$ cat src/rtl/ace_ack_gen_pkg.sv
// ACE channel and request/response types shared by the acknowledge generator.
package ace_ack_gen_pkg;

  typedef struct packed {
    logic [3:0]  id;
    logic [31:0] addr;
    logic [7:0]  len;
  } ace_ar_chan_t;

  typedef struct packed {
    logic [3:0]  id;
    logic [31:0] addr;
    logic [7:0]  len;
  } ace_aw_chan_t;

  typedef struct packed {
    logic [31:0] data;
    logic [3:0]  strb;
    logic        last;
  } ace_w_chan_t;

  typedef struct packed {
    logic [3:0] id;
    logic [1:0] resp;
  } ace_b_chan_t;

  typedef struct packed {
    logic [3:0]  id;
    logic [31:0] data;
    logic [3:0]  resp;
    logic        last;
  } ace_r_chan_t;

  typedef struct packed {
    ace_aw_chan_t aw;
    logic         aw_valid;
    ace_w_chan_t  w;
    logic         w_valid;
    logic         b_ready;
    ace_ar_chan_t ar;
    logic         ar_valid;
    logic         r_ready;
    logic         wack;
    logic         rack;
  } ace_req_t;

  typedef struct packed {
    logic         aw_ready;
    logic         ar_ready;
    logic         w_ready;
    ace_b_chan_t  b;
    logic         b_valid;
    ace_r_chan_t  r;
    logic         r_valid;
  } ace_resp_t;

endpackage

$ cat src/rtl/ace_ack_cnt.sv
// Per-direction outstanding counter with registered one-cycle acknowledge.
// The count includes the acknowledge cycle; the slot frees on the edge ending it.
module ace_ack_cnt #(
  parameter int unsigned MaxTrans = 8
) (
  input  logic clk_i,
  input  logic rst_i,
  input  logic issue_i,
  input  logic complete_i,
  output logic full_o,
  output logic ack_o,
  output logic empty_o,
  output logic err_o
);

  localparam int unsigned CntW = $clog2(MaxTrans + 1);

  logic [CntW-1:0] r_cnt;
  logic            r_ack;
  logic            r_err;
  logic            w_zero;

  assign w_zero = (r_cnt == '0);

  // Count issues and acknowledges; a completion with nothing outstanding is sticky error.
  always_ff @(posedge clk_i or posedge rst_i) begin
    if (rst_i) begin
      r_cnt <= '0;
      r_ack <= 1'b0;
      r_err <= 1'b0;
    end else begin
      r_ack <= complete_i;
      if (complete_i && w_zero) begin
        r_err <= 1'b1;
      end
      if (issue_i && !r_ack) begin
        r_cnt <= r_cnt + CntW'(1);
      end else if (!issue_i && r_ack && !w_zero) begin
        // Saturates at zero after an erroneous completion.
        r_cnt <= r_cnt - CntW'(1);
      end
    end
  end

  assign full_o  = (r_cnt == CntW'(MaxTrans));
  assign ack_o   = r_ack;
  assign empty_o = w_zero & ~r_ack;
  assign err_o   = r_err;

endmodule

$ cat src/rtl/ace_ack_gen.sv
// ACE RACK/WACK generator and outstanding-transaction limiter.
// All channels pass through; AR/AW are gated once MaxTrans are outstanding.
module ace_ack_gen
  import ace_ack_gen_pkg::*;
#(
  parameter int unsigned MaxTrans   = 8,
  parameter type         axi_req_t  = ace_req_t,
  parameter type         axi_resp_t = ace_resp_t
) (
  input  logic      clk_i,
  input  logic      rst_i,
  input  axi_req_t  slv_req_i,
  output axi_resp_t slv_resp_o,
  output axi_req_t  mst_req_o,
  input  axi_resp_t mst_resp_i,
  output logic      idle_o,
  output logic      err_o
);

  logic w_rd_full, w_wr_full;
  logic w_ar_hs, w_aw_hs;
  logic w_r_done, w_b_done;
  logic w_rack, w_wack;
  logic w_rd_empty, w_wr_empty;
  logic w_rd_err, w_wr_err;

  assign w_ar_hs  = slv_req_i.ar_valid & mst_resp_i.ar_ready & ~w_rd_full;
  assign w_aw_hs  = slv_req_i.aw_valid & mst_resp_i.aw_ready & ~w_wr_full;
  assign w_r_done = mst_resp_i.r_valid & slv_req_i.r_ready & mst_resp_i.r.last;
  assign w_b_done = mst_resp_i.b_valid & slv_req_i.b_ready;

  // Pass everything through, then override gated handshakes and the acknowledges.
  always_comb begin
    mst_req_o          = slv_req_i;
    mst_req_o.ar_valid = slv_req_i.ar_valid & ~w_rd_full;
    mst_req_o.aw_valid = slv_req_i.aw_valid & ~w_wr_full;
    mst_req_o.rack     = w_rack;
    mst_req_o.wack     = w_wack;
    slv_resp_o          = mst_resp_i;
    slv_resp_o.ar_ready = mst_resp_i.ar_ready & ~w_rd_full;
    slv_resp_o.aw_ready = mst_resp_i.aw_ready & ~w_wr_full;
  end

  ace_ack_cnt #(
    .MaxTrans (MaxTrans)
  ) u_rd_cnt (
    .clk_i      (clk_i),
    .rst_i      (rst_i),
    .issue_i    (w_ar_hs),
    .complete_i (w_r_done),
    .full_o     (w_rd_full),
    .ack_o      (w_rack),
    .empty_o    (w_rd_empty),
    .err_o      (w_rd_err)
  );

  ace_ack_cnt #(
    .MaxTrans (MaxTrans)
  ) u_wr_cnt (
    .clk_i      (clk_i),
    .rst_i      (rst_i),
    .issue_i    (w_aw_hs),
    .complete_i (w_b_done),
    .full_o     (w_wr_full),
    .ack_o      (w_wack),
    .empty_o    (w_wr_empty),
    .err_o      (w_wr_err)
  );

  assign idle_o = w_rd_empty & w_wr_empty;
  assign err_o  = w_rd_err | w_wr_err;

endmodule

$ cat config.mk
export PLATFORM = sky130hd
export DESIGN_NAME = ace_ack_gen
export DESIGN_NICKNAME = d
export VERILOG_FILES = /design/src/rtl/ace_ack_gen_pkg.sv /design/src/rtl/ace_ack_cnt.sv /design/src/rtl/ace_ack_gen.sv
export SDC_FILE = /design/constraint.sdc
export NUM_CORES = 1
export LEC_CHECK = 0
export BUFFER_PORTS_ARGS = -buffer_cell sky130_fd_sc_hd__buf_4
export CORE_AREA = 2 2 144 146
export CTS_CLUSTER_DIAMETER = 50
export DETAILED_ROUTE_END_ITERATION = 8
export DIE_AREA = 0 0 146 148
export GPL_TIMING_DRIVEN = 0
export PLACE_DENSITY = 0.44
export REMOVE_ABC_BUFFERS = 1
export SETUP_SLACK_MARGIN = 0.2
export SYNTH_ARGS = -nofsm -noshare
export SYNTH_HDL_FRONTEND = slang
export SYNTH_SLANG_ARGS = --single-unit
$ cat constraint.sdc
create_clock -name clk_i -period 2.9 [get_ports clk_i]
set_clock_uncertainty 0.1 [all_clocks]
set_input_delay 0.29 -clock clk_i [delete_from_list [all_inputs] [get_ports clk_i]]
set_output_delay 0.29 -clock clk_i [all_outputs]
set_load 0.01 [all_outputs]
-- Word level (Yosys, flattened, before mapping)
Index checks and enable logic that the tools add are counted.
- register bits after elaboration: 12
- output and inout bits: 186
- add/sub/neg operators: 4
- eq/ne operators: 2
- muxes and demuxes: 4
- bitwise logic cells: 19
- reduce and logical (&&, ||, !) cells: 18
- operators with widths (operator ; number):
    $mux W4 ; 4
    $and A1 B1 Y1 ; 14
    $add A4 B1 Y4 const B ; 2
    $eq A4 B4 Y1 const B ; 2
    $logic_and A1 B1 Y1 ; 8
    $logic_not A4 Y1 ; 2
    $sub A4 B1 Y4 const B ; 2
    $logic_not A1 Y1 ; 6
    $not A1 Y1 ; 4
    $reduce_bool A2 Y1 ; 2
    $or A1 B1 Y1 ; 1

-- Logic depth before layout (Yosys ltp)
Gate-level depths: netlist of run 1.
- depth after elaboration: 8
- depth in mapped cells: 8

-- By module
A second synthesis of run 1 with hierarchy kept.
- cells, all modules: 274
- area, all modules: 2257.2 um2
- by module, submodules not included (module ; times used ; cells an instance ; area each (um2) ; sequential area each (um2)):
    ace_ack_gen ; 1 ; 190 ; 1418.9 ; 0.0
    ace_ack_cnt ; 2 ; 42 ; 419.2 ; 150.1

-- Least setup slack after synthesis of run 1
OpenSTA, ideal clock, no wires.
- path type: register -> register
- start point: reg u_wr_cnt.r_cnt[0]
- end point: reg u_wr_cnt.r_cnt[3]
- library setup time: 80 ps
- arrival time: 2280 ps
- setup slack: 440 ps
- stages on the path, launching flop included: 9
- path buffers: 0
- clock period less this slack: 2460 ps
- cell sequence: dfrtp_1 or4b_4 and4_2 inv_1 ha_1 a21o_2 a21oi_1 mux2i_1 xnor2_1
- longest elaborated chain between the ends: 7
- elaborated cells between the ends (all ways): 14
- ends and longest elaborated chain (element ; RTL line ; source):
    from (decl) ; ace_ack_cnt.sv:18 ; logic [CntW-1:0] r_cnt;
    from (signal assigned) ; ace_ack_cnt.sv:37 ; r_cnt <= r_cnt + CntW'(1);
    from (signal assigned) ; ace_ack_cnt.sv:40 ; r_cnt <= r_cnt - CntW'(1);
    branches (longest 7 deep; another with $sub A4 B1 Y4) ; n/a ;
Parallel ways; which one is timed is not known. The select of a mux whose other input is x is not followed.
A chain may end at the register's enable or synchronous reset.

-- Final worst setup path of run 1
Same ends and word-level chain as after synthesis.

==> results of run 1 <==
timing repair:
item                       in CTS  in global routing
gates resized for setup         0                  4
hold endpoints to repair       12                  0
setup endpoints to repair       0                  2
hold buffers                    1                  0
critical path, stage by stage, from the launching register on:
cell and delay (ns):
dfrtp_2 0.44, or4b_4 0.59, and4_2 0.28, inv_1 0.11, ha_1 0.24, a21o_2 0.21
a21oi_1 0.17, mux2i_1 0.23, xnor2_1 0.13
flip-flops by register name (all words and copies together), names as in the netlist:
name,flops
u_wr_cnt.r_cnt,4
u_wr_cnt.ack_o,1
u_rd_cnt.ack_o,1
u_rd_cnt.err_o,1
u_wr_cnt.err_o,1
u_rd_cnt.r_cnt,4
cells by family (layout without fill, tap and decap cells):
| logic type | count (synthesis) | count (layout) | share of synthesized area [%] |
|---|---|---|---|
| and+or+nand+nor | 27 | 27 | 7.58 |
| AOI/OAI and AO/OA | 16 | 16 | 5.78 |
| DFF | 12 | 12 | 14.0 |
| muxes | 6 | 6 | 3.09 |
| buffers and inverters | 184 | 31 | 63.7 |
| adders and majority gates | 6 | 6 | 4.20 |
| xor gates and xnor gates | 4 | 4 | 1.63 |
cell usage in the layout (no fill, tap or decap), drive strengths merged, types with 3 or more instances in the layout:
cell | synthesis | final
nor2 | 4 | 4
clkbuf | 0 | 3
a21o | 3 | 3
ha | 4 | 4
and2 | 7 | 7
dfrtp | 12 | 12
xnor2 | 3 | 3
mux2i | 4 | 4
buf | 180 | 23
nand2 | 4 | 4
a21oi | 3 | 3
inv | 4 | 4
through the flow:
stage / util (%) / hold WS [ns]
2_1_floorplan: - / 0.0547
4_1_cts: 6.93 / 0.214
3_3_place_gp: 6.51 / 0.233
3_5_place_dp: 6.51 / 0.238
6_report: 7.01 / 0.211
5_1_grt: 7.01 / 0.230
power by group through the flow:
| stage | Sequential, uW | Combinational [uW] | Clock (uW) |
|---|---|---|---|
| final | 337 | 442 | 241 |
| after global routing | 349 | 497 | 256 |
| after CTS | 323 | 437 | 249 |
| after detailed placement | 325 | 433 | 0 |
| after global placement | 323 | 427 | 0 |
| after floorplan | 305 | 322 | 0 |
layout make-up:
type / instances / area [sq um] / share of cell area (%)
sequential: 12 / 302 / 21.5
timing repair buffer: 24 / 183 / 13.0
tap: 270 / 338 / 24.0
multi-input combinational: 59 / 493 / 35.1
clock buffer: 3 / 75.1 / 5.34
inverter: 4 / 15.0 / 1.07
worst paths after layout:
kind | start | to | cells after the start
setup / recovery | u_wr_cnt.r_cnt[0] | u_wr_cnt.r_cnt[3] | 8
hold / removal | slv_req_i[48] | u_wr_cnt.ack_o | 2
setup reg to reg | u_wr_cnt.r_cnt[0] | u_wr_cnt.r_cnt[3] | 8
hold reg to reg | u_rd_cnt.err_o | u_rd_cnt.err_o | 1
max in group asynchronous | rst_i | u_wr_cnt.r_cnt[0] | 3
min in group asynchronous | rst_i | u_rd_cnt.err_o | 3
per-layer routing:
metal | part of all wire [%] | track usage [%]
met4 | 7.1 | 17.1
met1 | 6.4 | 5.01
met2 | 54 | 59.8
met5 | 0.28 | 3.18
met3 | 32 | 48.6
==> results.ini, run 1 <==
[route]
drt-total-wl_microns=34700
viasPerCell=3.70
vias=1376
drc=0
wire_per_inst_microns=93.3
firstDrtPassIters=4
ant_nets=0
first_iter_violations=121

[sta]
tightest_slew_ns=0.766
slew_violations=0
relSlewSlack_pct=48.4
fin_crit_ns=2.58
finalCritPeriodShare_pct=89.1
grt_setup_unrepaired=false
setup_violations=0
setup_ws_ns=0.317
finalHoldViolations=0
max_freq_ghz=0.387
tns_ns=0

[layout]
area_growth_pct=-34.5
final_nets=296
instances_no_fill=372
final_area_sq_mm=0.00141
insertedDiodeCount=0
fill_cells=2394
drive_gt1_share_pct=40.2

[floorplan]
fp.dieH_microns=148
initial_utilization_pct=10.7
core-area_sq_mm=0.0200
pin_count=372
rows=52
die_area_sq_mm=0.0216
die_w_microns=146

[pwr]
leakage_uw=0.000515
p_comb_share_pct=43.3
intPower_uw=662
switchingPower_uw=358
ir_drop_v=0.000276
power_density_mw_per_mm2=726
totalPowerFinal_uw=1020
pwr-share-seq_pct=33.1
p_sw_share_pct=35.1
clkPwrFrac_pct=23.6

[outcome]
status=complete, no violations

[global_route]
grt_max_degree=13
antenna_found_initial=0
first_global_vias=1111
grt_overflow_total=0
grt_use_total_pct=30.9
grt_pass1_wl_microns=37200

[place]
io_buffers=23
gp_congestion=1.35
dp.cells=368
hpwlAfterDp_microns=34000
post-place-ws_ns=0.214
dpl_cell_area_sq_mm=0.00130

[clock_tree]
clkSinkCount=12
cts_setup_buffers=0
path_clk_slew_ns=0.04
cts_tree=yes
ctsHtreeMaxLevel=1
clockRootBuffer=clkbuf_16
clk_latency_ns=0.23
cts_buffer_depth=2
cts_buffers=3

[yosys]
ys_top_cells_by_area=buf_4 63%, dfrtp_1 14%, ha_1 2.3%
ys_seq_area_share_pct=14.0
syn_area_per_cell_sq_um=8.41
synth_top_area_share_pct=63.0
synth_edf_count=0
syn_area_sq_mm=0.00214
syn_inst=255
post-synth-top-count-cell=buf_4
yosysTopAreaCell=buf_4
synth-main-ff-cell=dfrtp_1
ys_warn_count=0
synth_common_cells=180 x buf_4, 12 x dfrtp_1, 5 x and2_1
ys_async_sr_fraction_pct=100
netlist-cell-type-count=33
ys_seq_elements=12

[critical_path]
r2r_slack_ns=0.32
critPathArrivalTime_ns=2.64
cp-end-kind=register
critPathLaunchType=register
critPathRequiredTime_ns=2.96
path_class=reg2reg
crit_fanout=5

[min_path]
hold_path.class=in2reg

[job]
maxCapViolCount=0

(Power assumes the default switching activity.)
==> run 2: changes to the inputs <==
--- a/config.mk
+++ b/config.mk
@@ -11,7 +11,7 @@
 export DETAILED_ROUTE_END_ITERATION = 8
 export DIE_AREA = 0 0 146 148
 export GPL_TIMING_DRIVEN = 0
-export PLACE_DENSITY = 0.44
+export PLACE_DENSITY_LB_ADDON = 0.2
 export REMOVE_ABC_BUFFERS = 1
 export SETUP_SLACK_MARGIN = 0.2
 export SYNTH_ARGS = -nofsm -noshare
==> run 2 against run 1 <==
The run now ends with negative hold slack left. Combinational power up 7.0%. Die area unchanged. Hold slack worse by 0.22 ns. Global-route usage up 0.88 points. Wire length rose by 2.5%. Power up 6.8%. Non-clock buffer count is 1 higher. Critical path type unchanged. Critical endpoint unchanged.
==> results.ini, run 2 (synthesis results as in run 1) <==
[outcome]
status=complete, but fails checks
violations=negative hold slack

[global_route]
antenna_found_initial=0
met1_usage_pct=6.30
first_global_vias=1061
grt_pass1_wl_microns=38400
grt_max_degree=13
grtUsageMet2_pct=59.6
grt_use_total_pct=31.8
grt_util_met3_pct=50.2
busiest_layer=met2
grt_overflow_total=0

[sta]
max_freq_ghz=0.389
slew_violations=0
setup_ws_ns=0.327
tns_ns=0
tightest_slew_ns=0.816
finalHoldViolations=12
grt_setup_unrepaired=false
hold_ws_ns=-0.0105
finalCritPeriodShare_pct=88.7
fin_crit_ns=2.57
setup_violations=0
relSlewSlack_pct=45.1

[floorplan]
die_w_microns=146
fp.dieH_microns=148
rows=52
pin_count=372
die_area_sq_mm=0.0216
core-area_sq_mm=0.0200
initial_utilization_pct=10.7

[critical_path]
timing.rr.start=u_wr_cnt.r_cnt[1]
path_class=reg2reg
critPathRequiredTime_ns=2.96
cp-end-kind=register
crit_chain=or4b_4 > and4_2 > inv_2 > ha_1 > a21o_2 > a21oi_1 > mux2i_1 > xnor2_1
slowest_delay_ns=0.57
r2r_slack_ns=0.33
critPathLaunchType=register
timing.rr.end=u_wr_cnt.r_cnt[3]
critPathArrivalTime_ns=2.63
crit_fanout=5
slowest_stage=or4b_4
rr_worst_depth=8

[clock_tree]
cts_tree=yes
ctsHtreeMaxLevel=1
clkSinkCount=12
clockRootBuffer=clkbuf_16
cts_buffer_depth=2
cts_buffers=3
clk_latency_ns=0.24
path_clk_slew_ns=0.04
ctsHoldBuffers=0

[pwr]
totalPowerFinal_uw=1090
leakage_uw=0.000524
ir_drop_v=0.000194
power_density_mw_per_mm2=764

[route]
drc=0
drt-total-wl_microns=35600
ant_nets=0
first_iter_violations=124
firstDrtPassIters=4
vias=1354
viasPerCell=3.62
wire_per_inst_microns=95.1

[place]
io_buffers=23
gp_congestion=1.30
hpwlAfterDp_microns=34400
post-place-ws_ns=0.178

[layout]
area_growth_pct=-33.5
fill_cells=2409
final_common_cell=buf_4
final_nets=297
top_regs=u_rd_cnt.r_cnt x4, u_wr_cnt.r_cnt x4
drive_gt1_share_pct=46.2
insertedDiodeCount=0
layout_common_cells=25 x buf_4, 8 x dfrtp_1, 5 x and2_1

[job]
maxCapViolCount=0

[min_path]
hold_path.class=in2async

## run 2: stage by stage
stage          util [%]  area [sq um]  hold slack (ns)  instances
2_1_floorplan         -           793           0.0547         75
3_3_place_gp       6.51          1300            0.257        368
3_5_place_dp       6.51          1300            0.263        368
4_1_cts            6.97          1400           0.0136        372
5_1_grt            7.12          1430           0.0261        374
6_report           7.12          1430          -0.0105        374
## run 2: how the worst max path moves through the flow
stage / from / depth (start not counted) / end / slack (ns)
2_1_floorplan: u_wr_cnt.r_cnt[0] / 8 / u_wr_cnt.r_cnt[3] / 0.44
3_5_place_dp: u_rd_cnt.r_cnt[1] / 8 / u_rd_cnt.r_cnt[3] / 0.18
6_report: u_wr_cnt.r_cnt[1] / 8 / u_wr_cnt.r_cnt[3] / 0.33
5_1_grt: u_rd_cnt.r_cnt[1] / 8 / u_rd_cnt.r_cnt[3] / 0.21
4_1_cts: u_wr_cnt.r_cnt[0] / 8 / u_wr_cnt.r_cnt[3] / 0.23
3_3_place_gp: u_rd_cnt.r_cnt[1] / 8 / u_rd_cnt.r_cnt[3] / 0.15
## run 2: layout make-up
class | count | area [sq um] | share of cell area [%]
multi-input cells | 59 | 492 | 34.5
repair buffers | 25 | 188 | 13.2
well taps | 270 | 338 | 23.7
flip-flops and latches | 12 | 305 | 21.4
clock buffers | 4 | 88.8 | 6.23
inverters | 4 | 15.0 | 1.05
## run 2: layer usage
metal | part of all wire (%) | vias to the layer above | wire length, microns
li1 | - | 330 | -
met1 | 7.5 | 536 | 2660
met2 | 52 | 416 | 18500
met3 | 32 | 68 | 11500
met4 | 7.9 | 4 | 2810
met5 | 0.32 | - | 115
## run 2: critical path, delay by kind of cell (launching register included)
kind                     cells  cell delay (ns)
XOR/XNOR                     1             0.14
flip-flops                   1             0.44
adder cells (fa/ha/maj)      1             0.22
buffers and inverters        1             0.08
multiplexers                 1             0.25
AND/OR/NAND/NOR              2             0.86
AO/OA/AOI/OAI                2             0.38
## run 2: timing repair
action / 4_1_cts / 5_1_grt
setup endpoints to repair: 1 / 2
resized for setup: 1 / 7
setup buffers: 0 / 2
## run 2: where the power goes
group | switching [uW] | leakage (uW) | internal, uW | total, uW
combinational | 216 | 0.000340 | 257 | 473
clock | 69.9 | 0.0000442 | 208 | 278
sequential | 94.7 | 0.000140 | 244 | 338
total | 381 | 0.000524 | 709 | 1090
